==> src/rtl/alu_pkg.sv <==
// alu_pkg: opcodes, shifter modes and flag bundle
// shared by the alu_pipe slice.
package alu_pkg;

  localparam logic [3:0] OP_ADD   = 4'h0;
  localparam logic [3:0] OP_SUB   = 4'h1;
  localparam logic [3:0] OP_AND   = 4'h2;
  localparam logic [3:0] OP_OR    = 4'h3;
  localparam logic [3:0] OP_XOR   = 4'h4;
  localparam logic [3:0] OP_NOT   = 4'h5;
  localparam logic [3:0] OP_NAND  = 4'h6;
  localparam logic [3:0] OP_NOR   = 4'h7;
  localparam logic [3:0] OP_ADC   = 4'h8;
  localparam logic [3:0] OP_SBB   = 4'h9;
  localparam logic [3:0] OP_SHL   = 4'hA;
  localparam logic [3:0] OP_SHR   = 4'hB;
  localparam logic [3:0] OP_ASR   = 4'hC;
  localparam logic [3:0] OP_ROL   = 4'hD;
  localparam logic [3:0] OP_ROR   = 4'hE;
  localparam logic [3:0] OP_PASSB = 4'hF;

  localparam logic [2:0] SH_SHL = 3'd0;
  localparam logic [2:0] SH_SHR = 3'd1;
  localparam logic [2:0] SH_ASR = 3'd2;
  localparam logic [2:0] SH_ROL = 3'd3;
  localparam logic [2:0] SH_ROR = 3'd4;

  typedef struct packed {
    logic zero;
    logic carry;
    logic negative;
    logic overflow;
  } alu_flags_t;

endpackage

==> src/rtl/alu_pipe_if.sv <==
// alu_pipe_if: op/operand request and registered
// result/flags response with valid/ready on each side.
interface alu_pipe_if #(
  parameter int WIDTH = 8
);

  logic             in_valid;
  logic             in_ready;
  logic [3:0]       op;
  logic             use_acc;
  logic [WIDTH-1:0] a;
  logic [WIDTH-1:0] b;
  logic             out_valid;
  logic             out_ready;
  logic [WIDTH-1:0] result;
  logic             zero;
  logic             carry;
  logic             negative;
  logic             overflow;

  modport master (
    output in_valid, op, use_acc, a, b, out_ready,
    input  in_ready, out_valid, result,
    input  zero, carry, negative, overflow
  );

  modport slave (
    input  in_valid, op, use_acc, a, b, out_ready,
    output in_ready, out_valid, result,
    output zero, carry, negative, overflow
  );

endinterface

==> src/rtl/alu_shifter.sv <==
// alu_shifter: combinational barrel shift/rotate,
// returns {carry_out, result}.
module alu_shifter
  import alu_pkg::*;
#(
  parameter int WIDTH = 8,
  parameter int SHW   = $clog2(WIDTH)
) (
  input  logic [2:0]       i_mode,
  input  logic [WIDTH-1:0] i_data,
  input  logic [SHW-1:0]   i_amt,
  output logic [WIDTH:0]   o_out
);

  logic [WIDTH:0]     w_shl;
  logic [WIDTH:0]     w_shr;
  logic [WIDTH:0]     w_asr;
  logic [2*WIDTH-1:0] w_rol;
  logic [2*WIDTH-1:0] w_ror;
  logic               w_nz;

  // Guard bit beside the data catches the last bit out
  assign w_shl = {1'b0, i_data} << i_amt;
  assign w_shr = {i_data, 1'b0} >> i_amt;
  assign w_asr = $signed({i_data, 1'b0}) >>> i_amt;
  assign w_rol = {i_data, i_data} << i_amt;
  assign w_ror = {i_data, i_data} >> i_amt;
  assign w_nz  = |i_amt;

  always_comb begin
    o_out = '0;
    unique case (i_mode)
      SH_SHL: o_out = w_shl;
      SH_SHR: o_out = {w_shr[0], w_shr[WIDTH:1]};
      SH_ASR: o_out = {w_asr[0], w_asr[WIDTH:1]};
      SH_ROL: o_out = {w_nz & w_rol[WIDTH],
                       w_rol[2*WIDTH-1:WIDTH]};
      SH_ROR: o_out = {w_nz & w_ror[WIDTH-1],
                       w_ror[WIDTH-1:0]};
      default: o_out = '0;
    endcase
  end

endmodule

==> src/rtl/alu_pipe.sv <==
// alu_pipe: WIDTH-generic ALU with one output register,
// persistent carry and accumulator operand mode.
module alu_pipe
  import alu_pkg::*;
#(
  parameter int WIDTH = 8
) (
  input  logic        clk,
  input  logic        rst_n,
  alu_pipe_if.slave   bus
);

  localparam int SHW = $clog2(WIDTH);
  localparam int MSB = WIDTH - 1;

  logic [WIDTH-1:0] r_result;
  alu_flags_t       r_flags;
  logic             r_valid;

  logic [WIDTH-1:0] w_effa;
  logic [WIDTH:0]   w_add;
  logic [WIDTH:0]   w_sub;
  logic [WIDTH:0]   w_sh;
  logic [3:0]       w_shop;
  logic             w_cin;
  logic             w_bin;
  logic             w_accept;
  logic [WIDTH-1:0] w_res;
  logic             w_c;
  logic             w_v;
  alu_flags_t       w_flags;

  assign bus.in_ready = !r_valid || bus.out_ready;
  assign w_accept     = bus.in_valid && bus.in_ready;

  assign w_effa = bus.use_acc ? r_result : bus.a;
  assign w_cin  = (bus.op == OP_ADC) && r_flags.carry;
  assign w_bin  = (bus.op == OP_SBB) && r_flags.carry;
  assign w_add  = {1'b0, w_effa} + {1'b0, bus.b}
                + {{WIDTH{1'b0}}, w_cin};
  assign w_sub  = {1'b0, w_effa} - {1'b0, bus.b}
                - {{WIDTH{1'b0}}, w_bin};
  assign w_shop = bus.op - OP_SHL;

  alu_shifter #(
    .WIDTH (WIDTH),
    .SHW   (SHW)
  ) u_shifter (
    .i_mode (w_shop[2:0]),
    .i_data (w_effa),
    .i_amt  (bus.b[SHW-1:0]),
    .o_out  (w_sh)
  );

  always_comb begin
    w_res = '0;
    w_c   = 1'b0;
    w_v   = 1'b0;
    unique case (bus.op)
      OP_ADD, OP_ADC: begin
        w_res = w_add[MSB:0];
        w_c   = w_add[WIDTH];
        w_v   = (w_effa[MSB] == bus.b[MSB])
             && (w_add[MSB] != w_effa[MSB]);
      end
      OP_SUB, OP_SBB: begin
        w_res = w_sub[MSB:0];
        w_c   = w_sub[WIDTH];
        w_v   = (w_effa[MSB] != bus.b[MSB])
             && (w_sub[MSB] != w_effa[MSB]);
      end
      OP_AND:  w_res = w_effa & bus.b;
      OP_OR:   w_res = w_effa | bus.b;
      OP_XOR:  w_res = w_effa ^ bus.b;
      OP_NOT:  w_res = ~w_effa;
      OP_NAND: w_res = ~(w_effa & bus.b);
      OP_NOR:  w_res = ~(w_effa | bus.b);
      OP_SHL, OP_SHR, OP_ASR, OP_ROL, OP_ROR:
        {w_c, w_res} = w_sh;
      default: w_res = bus.b;
    endcase
  end

  always_comb begin
    w_flags          = '0;
    w_flags.zero     = (w_res == '0);
    w_flags.carry    = w_c;
    w_flags.negative = w_res[MSB];
    w_flags.overflow = w_v;
  end

  always_ff @(posedge clk) begin
    if (!rst_n) begin
      r_result <= '0;
      r_flags  <= '0;
      r_valid  <= 1'b0;
    end else if (w_accept) begin
      r_result <= w_res;
      r_flags  <= w_flags;
      r_valid  <= 1'b1;
    end else if (bus.out_ready) begin
      r_valid  <= 1'b0;
    end
  end

  assign bus.out_valid = r_valid;
  assign bus.result    = r_result;
  assign bus.zero      = r_flags.zero;
  assign bus.carry     = r_flags.carry;
  assign bus.negative  = r_flags.negative;
  assign bus.overflow  = r_flags.overflow;

endmodule

==> src/flat_wrapper.sv <==
// flat-port wrapper written by rule: the top's interface ports become plain ports
module alu_pipe_flat import alu_pkg::*;
#(
  parameter int WIDTH = 8
)
  (clk, rst_n, bus_in_valid, bus_op, bus_use_acc, bus_a, bus_b, bus_out_ready, bus_in_ready, bus_out_valid, bus_result, bus_zero, bus_carry, bus_negative, bus_overflow);
  alu_pipe_if #(.WIDTH(WIDTH)) bus_i ();
  input  logic clk;
  input  logic rst_n;
  input wire logic [$bits(bus_i.in_valid)-1:0] bus_in_valid;
  input wire logic [$bits(bus_i.op)-1:0] bus_op;
  input wire logic [$bits(bus_i.use_acc)-1:0] bus_use_acc;
  input wire logic [$bits(bus_i.a)-1:0] bus_a;
  input wire logic [$bits(bus_i.b)-1:0] bus_b;
  input wire logic [$bits(bus_i.out_ready)-1:0] bus_out_ready;
  output wire logic [$bits(bus_i.in_ready)-1:0] bus_in_ready;
  output wire logic [$bits(bus_i.out_valid)-1:0] bus_out_valid;
  output wire logic [$bits(bus_i.result)-1:0] bus_result;
  output wire logic [$bits(bus_i.zero)-1:0] bus_zero;
  output wire logic [$bits(bus_i.carry)-1:0] bus_carry;
  output wire logic [$bits(bus_i.negative)-1:0] bus_negative;
  output wire logic [$bits(bus_i.overflow)-1:0] bus_overflow;
  assign bus_i.in_valid = bus_in_valid;
  assign bus_i.op = bus_op;
  assign bus_i.use_acc = bus_use_acc;
  assign bus_i.a = bus_a;
  assign bus_i.b = bus_b;
  assign bus_i.out_ready = bus_out_ready;
  assign bus_in_ready = bus_i.in_ready;
  assign bus_out_valid = bus_i.out_valid;
  assign bus_result = bus_i.result;
  assign bus_zero = bus_i.zero;
  assign bus_carry = bus_i.carry;
  assign bus_negative = bus_i.negative;
  assign bus_overflow = bus_i.overflow;
  alu_pipe #(.WIDTH(WIDTH)) u_core (.clk(clk), .rst_n(rst_n), .bus(bus_i));
endmodule
==> config.mk <==
export PLATFORM = sky130hd
export DESIGN_NAME = alu_pipe_flat
export DESIGN_NICKNAME = d
export VERILOG_FILES = /design/src/rtl/alu_pkg.sv /design/src/rtl/alu_pipe_if.sv /design/src/rtl/alu_shifter.sv /design/src/rtl/alu_pipe.sv /design/src/flat_wrapper.sv
export SDC_FILE = /design/constraint.sdc
export NUM_CORES = 1
export LEC_CHECK = 0
export CORE_UTILIZATION = 40
export CTS_CLUSTER_DIAMETER = 200
export CTS_CLUSTER_SIZE = 20
export DETAILED_ROUTE_END_ITERATION = 8
export DONT_BUFFER_PORTS = 1
export GPL_ROUTABILITY_DRIVEN = 0
export PLACE_DENSITY = 0.58
export SYNTH_ARGS = -nofsm -noshare
export SYNTH_HDL_FRONTEND = slang
export SYNTH_SLANG_ARGS = --single-unit
==> constraint.sdc <==
create_clock -name clk -period 3.2 [get_ports clk]
set_input_delay 0.16 -clock clk [delete_from_list [all_inputs] [get_ports clk]]
set_output_delay 0.16 -clock clk [all_outputs]
set_load 0.1 [all_outputs]
* Word-level counts from Yosys, hierarchy flattened
Index checks and enable logic that the tools add are counted.
** Storage, ports and cells
- Flip-flop bits (word level) :: 13
- Input port bits :: 25
** Operators by class
- Add/sub/neg operators :: 5
- Eq/ne operators :: 22
- Shift-type cells :: 5
- Multiplexer cells :: 7
- Bitwise logic cells :: 8
- Reductions and logical operators :: 15
** Operators with widths (number)
- $pmux W8 S9 :: 1
- $pmux W9 S5 :: 1
- $eq A4 B4 Y1 const B :: 7
- $not A8 Y8 :: 3
- $eq A4 B3 Y1 const B :: 4
- $shl A16 B3 Y16 :: 1
- $shr A16 B3 Y8 :: 1
- $add A8 B8 Y9 :: 1
- $add A9 B1 Y9 :: 1
- $shl A8 B3 Y9 :: 1
- $shr A9 B3 Y9 :: 1
- $sshr A9 B3 Y9 :: 1
- $sub A8 B8 Y9 :: 1
- $sub A9 B1 Y9 :: 1
- $and A8 B8 Y8 :: 1
- $eq A4 B2 Y1 const B :: 2
- $logic_not A8 Y1 :: 1
- $mux W8 :: 1
- $or A8 B8 Y8 :: 1
- $xor A8 B8 Y8 :: 1
- $eq A3 B2 Y1 const B :: 2
- $logic_and A1 B1 Y1 :: 5
- $reduce_or A5 Y1 :: 1
- $eq A4 B1 Y1 const B :: 1
- 16 further kinds :: 21

* Depth between registers and ports, before layout
Gate-level depths: netlist of run 1.
- Word-level depth :: 6
- Gate-level depth with buffers :: 16
- Gate-level depth less buffers :: 14

* By module
Synthesis of run 1 repeated with hierarchy kept, for this count alone.
** Unflattened totals
- Cells, all modules :: 459
- Area, all modules :: 3338.2 um2
** Modules (own cells, without submodules)
- alu_pipe :: times used 1, cells an instance 321, area each 2398.6 um2
- alu_shifter :: times used 1, cells an instance 138, area each 939.7 um2

* Worst setup path before layout of run 1
Ideal clock, no wire load.
- Path kind :: register -> register
- From :: register u_core.r_result[0], in the netlist u_core.bus.result[0]
- To :: register u_core.r_flags (netlist bit u_core.bus.zero)
- Library setup time :: 0.084 ns
- Arrival time :: 3.482 ns
- Path slack :: -0.367 ns
- Cell stages (with the launch flop) :: 13
- Period minus slack after synthesis :: 3.567 ns
- Cell sequence :: dfxtp_1 > mux2i_1 > inv_1 > fa_1 > fa_1 > o21a_1 > or3_1 > a32oi_1 > o311a_1 > o211ai_1 > nor3b_1 > nand4_1 > o31ai_2
** Between the ends
- Cells in the longest elaborated chain, start to end :: 5
- Elaborated cells on any way between the ends :: 19
- Classes of those cells :: add/sub: 4; shift: 5; mux: 3; bitwise: 6; reduce/logical: 1
** RTL lines
- from (decl) :: RTL line alu_pipe.sv:16 : logic [WIDTH-1:0] r_result;
- from (signal assigned) :: RTL line alu_pipe.sv:98 : r_result <= w_res;
- $mux W8 * :: RTL line alu_pipe.sv:36 : assign w_effa = bus.use_acc ? r_result : bus.a;
- $sub A8 B8 Y9 (tied with other cells) :: RTL line alu_pipe.sv:41 : assign w_sub = {1'b0, w_effa} - {1'b0, bus.b}
- $sub A9 B1 Y9 (tied with other cells) :: RTL line alu_pipe.sv:42 : - {{WIDTH{1'b0}}, w_bin};
- $pmux W8 S9 * :: RTL line alu_pipe.sv:59 : unique case (bus.op)
- $logic_not A8 Y1 * :: RTL line alu_pipe.sv:86 : w_flags.zero = (w_res == '0);
- to (signal assigned) :: RTL line alu_pipe.sv:99 : r_flags <= w_flags;
- to (decl) :: RTL line alu_pipe.sv:17 : alu_flags_t r_flags;
Mark *: on every way between the ends. The rest lies on a longest branch, timed or not.
A chain may end at the register's enable or synchronous reset.

* Worst setup path after layout of run 1
Ends and elaborated chain as after synthesis.

==> results.tsv, run 1 <==
stage	metric	value	unit
status	outcome	finished, violations left	
status	failing checks	design-rule violations	
sta	Max Clock Freq	334	MHz
job	max cap viols	0	
routing	first-pass detailed-route iteration total	6	
final_layout	nets	528	
floorplanning	I/O Pins	39	
clock_tree	clock sink count	12	
clock_tree	Clock Root Buffer	clkbuf_8	
critical_path	Critical Path Source	u_core.bus.result[0]	
synth	Mapped Area	3660	um2
synth	Synth Flop Type	dfxtp_1	
final_layout	n_diodes	0	
placement	I/O Buffers	0	
critical_path	Critical R2R Launch	u_core.bus.result[0]	
sta	RSZ-0062 raised after global routing	false	
clock_tree	Worst-Skew Late Latency	0.24	ns
sta	Finish-stage setup viols	0	
final_layout	Core Util, Final	45.0	%
sta	Slew HR	33.5	%
routing	post-route ant nets	0	
sta	Worst-Margin Slew	0.995	ns
placement	detailed-placement wirelength estimate	9900	um
routing	Via density	6.77	
global_route	GRT overflow	0	
synth	Seq/Total Area, Yosys	6.57	%
synth	Synth Net Count	526	
floorplanning	die height	97.6	um
sta	final worst-path cycle share	93.7	%
sta	Final Slew Violations	0	
sta	final setup TNS	0	ns
sta	Final min period	3.00	ns
routing	WL/cell	22.4	um
global_route	largest net degree at the start of global routing	44	
floorplanning	width of the die	97.6	um
critical_path	critical path type	register to register	
floorplanning	die area	9530	um2
clock_tree	clock-pin slew on the worst setup and hold paths	0.06	ns
pwr	VDD IR-drop max	0.227	mV
sta	Hold Fails Final Rpt	0	
floorplanning	core area	8810	um2
pwr	LEAKAGE	1.53	nW
critical_path	Worst Path Arrival	3.16	ns
clock_tree	clock buffer depth	2	
worst_hold_path	hold_sp	rst_n	
sta	setup skew after layout	0.00750	ns
clock_tree	post-CTS setup buffer count	0	
routing	final WL	12900	um
critical_path	CP max FO	3	
synth	Netlist cell types	70	
synth	total number of yosys warnings	0	
global_route	global-route wire length before repair	20400	um
routing	DRC	2	
global_route	gr usage total	27.1	%
final_layout	layout cells sized above 1	18.2	%
pwr	Power Density	281	nW/um2
global_route	vias in the first global route	3670	
floorplanning	Initial Utilization	41.5	%
final_layout	area delta synth->final	8.42	%
clock_tree	CTS tree	yes	
floorplanning	row cnt	34	
worst_hold_path	worst min-delay path class	input pin to register	
synth	syn avg cell area	7.83	um2
global_route	initial antenna violation count	0	
synth	synthesized instance count	467	
synth	EDFF count, synth	0	
clock_tree	CTS H-Tree Depth	1	
clock_tree	cts bufs inserted	3	
critical_path	critical path required time	3.36	ns
routing	vias	3902	
synth	#FFs+latches synth	12	
routing	DRT iter0 DRCs	371	
synth	ys async rst share	0	%
critical_path	Startpoint Class	register	
critical_path	kind of end point of the critical path	register	
==> report_power, final <==
group	total, W	internal [W]	switching (W)
clock	0.000145	0.0000877	0.0000568
sequential	0.000174	0.000163	0.0000113
combinational	0.000797	0.000326	0.000471
total	0.00112	0.000576	0.000539
==> placed cells by master (no fill, tap or decap), types with 4 or more instances in the layout <==
cell	count
xnor2_1	12
a21oi_1	23
and2_1	6
o211ai_1	11
a22oi_1	5
nand4_1	5
nor3b_1	4
nand2_1	42
a31oi_1	9
o21ai_0	26
mux4_2	26
nor3_1	11
nor2_1	32
inv_1	31
xor2_1	8
o221ai_1	5
ha_1	30
mux2i_1	18
o2111ai_1	6
o22ai_1	6
buf_4	30
nand3_1	18
or3_1	4
nor2b_1	10
a22o_1	4
dfxtp_2	7
dfxtp_1	4
==> worst max-delay path: stages (launching register included) <==
cell	delay [ns]
dfxtp_4	0.35
mux2i_4	0.17
inv_2	0.06
fa_2	0.37
fa_2	0.39
o21a_1	0.21
or3_1	0.31
a32oi_1	0.22
o311a_1	0.21
o211ai_1	0.12
nor3b_1	0.22
nand4_1	0.12
o31ai_2	0.18
==> registers in the layout (all words and copies together), names as in the netlist <==
name / count
u_core.bus.negative: 1
u_core.bus.zero: 1
u_core.bus.result: 7
u_core.bus.overflow: 1
u_core.bus.carry: 1
u_core.bus.out_valid: 1
==> cells by family after synthesis <==
logic type / share of synthesized area, %
xor gates and xnor gates: 4.79
muxes: 23.5
adders and majority gates: 12.5
DFF: 6.57
AOI/OAI and AO/OA: 25.8
buffers and inverters: 7.77
and+or+nand+nor: 19.2
==> area by class of cell <==
type                       instances  area [um2]
clock buffer                       4        45.0
inverter                          35         131
fill                             907        4840
timing repair buffer              30         225
tap                              108         135
sequential                        12         253
multi-input combinational        387        3170
==> what timing repair did <==
item,CTS,global route
pin swaps,0,4
endpoints found under the setup margin,1,1
hold buffers,0,0
gates resized for setup,1,6
==> final timing paths <==
| check | to | slack (ns) | depth (start not counted) |
|---|---|---|---|
| worst max register to register | u_core.bus.zero | 0.20 | 12 |
| worst max-delay path | u_core.bus.zero | 0.20 | 12 |
| worst min-delay path | u_core.bus.result[0] | 0.04 | 1 |
| worst min register to register | u_core.bus.result[2] | 0.75 | 3 |
==> cell usage after synthesis (8+ instances only) <==
| cell | instances | area (um2) |
|---|---|---|
| nand2_1 | 42 | 158 |
| nor2_1 | 33 | 124 |
| inv_1 | 32 | 120 |
| ha_1 | 30 | 375 |
| mux4_2 | 26 | 586 |
| o21ai_0 | 26 | 130 |
| a21oi_1 | 24 | 120 |
| mux2i_1 | 20 | 200 |
| clkbuf_1 | 19 | 71.3 |
| nand3_1 | 18 | 90.1 |
| dfxtp_1 | 12 | 240 |
| xnor2_1 | 12 | 105 |
| nor3_1 | 11 | 55.1 |
| o211ai_1 | 11 | 82.6 |
| nor2b_1 | 10 | 62.6 |
| a31oi_1 | 9 | 56.3 |
| buf_2 | 8 | 40.0 |
| xor2_1 | 8 | 70.1 |
==> stage by stage <==
stage          cells  instance area (um2)  worst slack, ns  hold WS, ns  total power [W]
3_3_place_gp     572                 3890            0.110        0.291         0.000942
4_1_cts          576                 3930           0.0606       0.0332          0.00110
2_1_floorplan    467                 3690          0.00992        0.295         0.000805
6_report         576                 3960            0.202       0.0367          0.00112
5_1_grt          576                 3960          0.00766       0.0330          0.00119
3_5_place_dp     572                 3890          0.00472        0.286         0.000950
==> per-layer routing <==
layer / part of all wire [%] / GRT usage, %
met1: 42 / 37.6
met3: 9.0 / 5.18
met4: 3.2 / 9.91
met2: 45 / 41.5
met5: 0 / 0
(Power assumes the default switching activity.)
==> run 2: changes to the inputs <==
--- a/config.mk
+++ b/config.mk
@@ -12,6 +12,7 @@
 export DONT_BUFFER_PORTS = 1
 export GPL_ROUTABILITY_DRIVEN = 0
 export PLACE_DENSITY = 0.58
+export RECOVER_POWER = 100
 export SYNTH_ARGS = -nofsm -noshare
 export SYNTH_HDL_FRONTEND = slang
 export SYNTH_SLANG_ARGS = --single-unit
==> run 2 against run 1 <==
  * The run still ends with design-rule violations left
  * Largest power group unchanged
  * First-iteration DRC count is 0.81% higher
  * Wire length is essentially flat
  * Worst hold slack about the same
  * Sequential share of layout area is essentially flat
  * Combinational power shrank 0.6%
  * Clock power about the same
  * Via count up 0.49%
  * Design area is 0.38% lower
==> results.tsv, run 2 (synthesis gave the netlist of run 1 again) <==
stage	metric	value	unit
floorplanning	die height	97.6	um
clock_tree	Post-CTS Hold Fix Bufs	0	
clock_tree	clock buffer depth	2	
clock_tree	clock-pin slew on the worst setup and hold paths	0.06	ns
sta	setup skew after layout	0.00631	ns
critical_path	critical-path cell list	mux2i_4 > inv_2 > fa_2 > fa_2 > o21a_1 > or3_1 > a32oi_1 > o311a_1 > o211ai_1 > nor3b_1 > nand4_1 > o31ai_2	
routing	Via density	6.81	
final_layout	commonest non-fill, non-tap cell in the layout	nand2_1	
final_layout	nets	528	
sta	Max Clock Freq	333	MHz
global_route	global-route wire length before repair	20400	um
job	max cap viols	0	
floorplanning	die area	9530	um2
global_route	vias in the first global route	3670	
floorplanning	row cnt	34	
clock_tree	CTS H-Tree Depth	1	
sta	Hold Fails Final Rpt	0	
pwr	Power Density	281	nW/um2
floorplanning	core area	8810	um2
floorplanning	I/O Pins	39	
critical_path	Worst path max stage delay	0.39	ns
critical_path	Worst path slowest cell	fa_2	
clock_tree	Clock Root Buffer	clkbuf_8	
global_route	initial antenna violation count	0	
placement	I/O Buffers	0	
status	outcome	finished, violations left	
clock_tree	cts bufs inserted	3	
critical_path	Worst Path Arrival	3.17	ns
routing	DRC	2	
global_route	GRT overflow	0	
final_layout	area delta synth->final	8.01	%
final_layout	max reg flops	7	
critical_path	kind of end point of the critical path	register	
routing	vias	3921	
clock_tree	CTS tree	yes	
placement	detailed-placement wirelength estimate	9900	um
critical_path	CP max FO	3	
sta	RSZ-0062 raised after global routing	false	
global_route	largest net degree at the start of global routing	44	
sta	Final Slew Violations	0	
routing	DRT iter0 DRCs	374	
clock_tree	Worst-Skew Late Latency	0.24	ns
final_layout	Reg area	253	um2
floorplanning	Initial Utilization	41.5	%
routing	first-pass detailed-route iteration total	9	
clock_tree	post-CTS setup buffer count	0	
sta	Worst-Margin Slew	1.27	ns
clock_tree	clock sink count	12	
routing	final WL	12900	um
sta	Final min period	3.00	ns
worst_hold_path	worst min-delay path class	input pin to register	
sta	Slew HR	15.3	%
status	failing checks	design-rule violations	
routing	WL/cell	22.4	um
pwr	VDD IR-drop max	0.226	mV
sta	final worst-path cycle share	93.9	%
critical_path	critical path type	register to register	
final_layout	n_diodes	0	
final_layout	layout cells sized above 1	17.1	%
routing	post-route ant nets	0	
sta	Hold Slack	0.0372	ns
final_layout	FILL cells	909	
global_route	gr usage total	27.1	%
final_layout	most frequent cells in the layout	nand2_1 (42), nor2_1 (32), inv_1 (31)	
pwr	LEAKAGE	1.51	nW
sta	Finish-stage setup viols	0	
final_layout	multi-input logic area	3170	um2
critical_path	Startpoint Class	register	
critical_path	critical path required time	3.36	ns
sta	final setup TNS	0	ns
critical_path	most frequent CP cell	fa_2	
floorplanning	width of the die	97.6	um
==> run 2: cell count changes in the layout (fill, tap and decap cells not counted), sizes merged <==
cell    change
buf         -4
clkbuf      +4
==> run 2: repair_timing <==
item	in CTS	in global routing
endpoints found under the setup margin	1	1
pin swaps	0	4
gates resized for setup	1	6
==> run 2: stage by stage <==
stage               power, W  instance area [um2]  setup slack [ns]  instances  utilization, %
finish               0.00111                 3950             0.196        576            44.8
global route         0.00119                 3950           0.00766        576            44.8
CTS                  0.00110                 3930            0.0606        576            44.7
detailed placement  0.000950                 3890           0.00472        572            44.1
global placement    0.000942                 3890             0.110        572            44.1
floorplan           0.000805                 3690           0.00992        467               -
==> run 2: area by class of cell <==
cell class | count | share of cell area (%)
flip-flops and latches | 12 | 6.40
repair buffers | 30 | 5.32
clock buffers | 4 | 1.14
multi-input cells | 387 | 80.4
well taps | 108 | 3.42
inverters | 35 | 3.33
==> run 2: worst max-delay path, delay by kind of cell (launching register included) <==
kind	cells	cell delay [ns]
muxes	1	0.17
DFF	1	0.35
and+or+nand+nor	3	0.65
adders and majority gates	2	0.76
buffers and inverters	1	0.06
AOI/OAI and AO/OA	5	0.95
==> run 2: path summary, 6_finish.rpt <==
path,depth (start not counted),to,slack [ns],start
min reg2reg,3,u_core.bus.result[2],0.74,u_core.bus.result[2]
min,1,u_core.bus.result[0],0.04,rst_n
max reg2reg,12,u_core.bus.zero,0.20,u_core.bus.result[0]
max,12,u_core.bus.zero,0.20,u_core.bus.result[0]
==> run 2: power breakdown <==
group | switching, W | internal, W | leakage, nW
registers | 0.0000113 | 0.000163 | 0.102
clock network | 0.0000572 | 0.0000878 | 0.0228
logic | 0.000470 | 0.000322 | 1.39
total | 0.000539 | 0.000573 | 1.51
==> run 2: routing by layer <==
layer	part of all wire, %	vias to the layer above	wire length (um)	GRT usage, %
met5	0	-	0	0
met4	3.0	0	385	9.91
met3	9.9	29	1280	5.18
met2	46	239	5960	41.5
met1	41	1881	5290	37.6
li1	-	1772	-	-
==> run 3: changes to the inputs <==
--- a/config.mk
+++ b/config.mk
@@ -5,6 +5,7 @@
 export SDC_FILE = /design/constraint.sdc
 export NUM_CORES = 1
 export LEC_CHECK = 0
+export CORE_ASPECT_RATIO = 1.25
 export CORE_UTILIZATION = 40
 export CTS_CLUSTER_DIAMETER = 200
 export CTS_CLUSTER_SIZE = 20
==> run 3 against run 2 <==
  * The run ends with max-capacitance violations, max-slew violations left
  * Total power increased by 2.0%
  * Design area increased by 0.73%
  * First-iteration DRC count decreased by 4.8%
  * Critical endpoint unchanged
  * Largest cell class unchanged
==> results.tsv, run 3 (synthesis gave the netlist of run 1 again) <==
stage	metric	value	unit
critical_path	CP max FO	3	
sta	Max Clock Freq	328	MHz
placement	Placement Setup Slack	0.0761	ns
worst_hold_path	worst min-delay path class	input pin to register	
routing	Via density	6.64	
final_layout	n_diodes	0	
critical_path	Worst Path Arrival	3.21	ns
routing	first-pass detailed-route iteration total	5	
sta	final worst-path cycle share	95.3	%
critical_path	Critical R2R Launch	u_core.bus.result[0]	
floorplanning	core area	8800	um2
floorplanning	Initial Utilization	41.6	%
final_layout	Reg area	250	um2
routing	final WL	13000	um
final_layout	area delta synth->final	8.80	%
final_layout	max reg flops	7	
job	max cap viols	1	
clock_tree	cts bufs inserted	3	
routing	DRT iter0 DRCs	356	
pwr	LEAKAGE	1.53	nW
critical_path	critical-path cell list	mux2i_4 > inv_2 > fa_2 > fa_1 > o21a_1 > or3_1 > a32oi_1 > o311a_1 > o211ai_1 > nor3b_2 > nand4_1 > o31ai_2	
global_route	gr usage total	27.7	%
routing	post-route ant nets	0	
critical_path	CP delay by family, top	compound AO/OA/AOI/OAI gates	
global_route	global-route wire length before repair	20300	um
routing	vias	3922	
status	failing checks	max-capacitance violations, max-slew violations	
floorplanning	die area	9530	um2
placement	detailed-placement wirelength estimate	10000	um
critical_path	kind of end point of the critical path	register	
status	outcome	finished, violations left	
critical_path	Reg-to-Reg End	u_core.bus.zero	
clock_tree	CTS H-Tree Depth	1	
global_route	initial antenna violation count	0	
clock_tree	clock sink count	12	
clock_tree	Worst-Skew Late Latency	0.24	ns
pwr	total power	0.00113	W
sta	Slew HR	-53.2	%
sta	setup skew after layout	0.00382	ns
clock_tree	CTS tree	yes	
worst_hold_path	hold depth	1	
critical_path	reg2reg path depth	12	
critical_path	critical path type	register to register	
final_layout	most frequent cells in the layout	nand2_1 (42), nor2_1 (32), inv_1 (31)	
critical_path	setup slack, reg-to-reg	0.15	ns
final_layout	FILL cells	918	
pwr	Power Density	285	nW/um2
routing	DRC	0	
pwr	clock share of power	14.8	%
sta	Worst-Margin Slew	2.31	ns
sta	Final min period	3.05	ns
sta	final setup TNS	0	ns
critical_path	Startpoint Class	register	
clock_tree	clock-pin slew on the worst setup and hold paths	0.06	ns
sta	setup ws final	0.149	ns
placement	placed cells	586	
worst_hold_path	worst hold endpoint	u_core.bus.result[5]	
critical_path	critical path required time	3.36	ns
pwr	Flop pwr share	15.5	%
sta	Finish-stage setup viols	0	
critical_path	Buf+Inv Stages, Crit Path	1	
placement	I/O Buffers	0	
pwr	VDD IR-drop max	0.179	mV
clock_tree	Clock Root Buffer	clkbuf_8	
floorplanning	I/O Pins	39	
global_route	largest net degree at the start of global routing	44	
global_route	GRT overflow	0	
sta	Hold Fails Final Rpt	0	
sta	Final Slew Violations	1	
critical_path	Worst path max stage delay	0.42	ns
floorplanning	width of the die	87.5	um
pwr	switching power	0.000538	W
final_layout	layout cells sized above 1	17.2	%
critical_path	Worst path slowest cell	fa_1	
final_layout	Post-Layout Cell Count	591	
pwr	combinational power share	69.7	%
final_layout	nets	531	
global_route	vias in the first global route	3732	
routing	WL/cell	21.9	um
floorplanning	row cnt	38	
floorplanning	die height	109	um
clock_tree	clock buffer depth	2	
final_layout	commonest non-fill, non-tap cell in the layout	nand2_1	
worst_hold_path	hold_sp	rst_n	
pwr	Switching Share	47.4	%
final_layout	multi-input logic area	3160	um2
pwr	Internal Power	0.000596	W
-- run 3: changes by cell type in the layout (fill, tap and decap cells not counted), sizes merged --
cell,previous run,this run
buf,26,29
-- run 3: per-layer routing --
layer  routed length [um]  global-route usage (%)  vias to the layer above  part of all wire [%]
li1                     -                       -                     1773                     -
met1                 5140                    35.4                     1926                    40
met2                 6600                    48.7                      196                    51
met3                  782                    1.82                       27                   6.0
met4                  429                    9.95                        0                   3.3
met5                    0                       0                        -                     0
-- run 3: metrics by stage --
stage | utilization [%] | hold WS (ns) | cell area, um2
2_1_floorplan | - | 0.295 | 3690
3_3_place_gp | 44.5 | 0.285 | 3920
3_5_place_dp | 44.5 | 0.292 | 3920
4_1_cts | 45.1 | 0.0418 | 3970
5_1_grt | 45.2 | 0.0455 | 3980
6_report | 45.2 | 0.0426 | 3980
-- run 3: layout make-up --
class,instances,share of cell area [%]
Inverter,35,3.30
Sequential cell,12,6.29
Multi-Input combinational cell,387,79.4
Tap cell,120,3.77
Timing Repair Buffer,33,5.85
Clock buffer,4,1.38
-- run 3: repair_timing --
action,4_1_cts,5_1_grt
buffers inserted,0,1
hold buffers,0,0
resized for setup,0,3
setup endpoints to repair,0,2
-- run 3: worst max path at each step --
stage                      end            startpoint  cells past startpoint
6_report       u_core.bus.zero  u_core.bus.result[0]                     12
4_1_cts        u_core.bus.zero  u_core.bus.result[0]                     12
2_1_floorplan  u_core.bus.zero             bus_op[1]                     14
5_1_grt        u_core.bus.zero  u_core.bus.result[0]                     12
3_3_place_gp   u_core.bus.zero  u_core.bus.result[0]                     12
3_5_place_dp   u_core.bus.zero  u_core.bus.result[0]                     12
-- run 3: power by group through the flow --
stage	logic (W)	clock network, W	registers, W
6_report	0.000791	0.000168	0.000176
5_1_grt	0.000851	0.000175	0.000177
4_1_cts	0.000779	0.000168	0.000175
3_5_place_dp	0.000775	0	0.000179
3_3_place_gp	0.000772	0	0.000178
2_1_floorplan	0.000542	0	0.000264
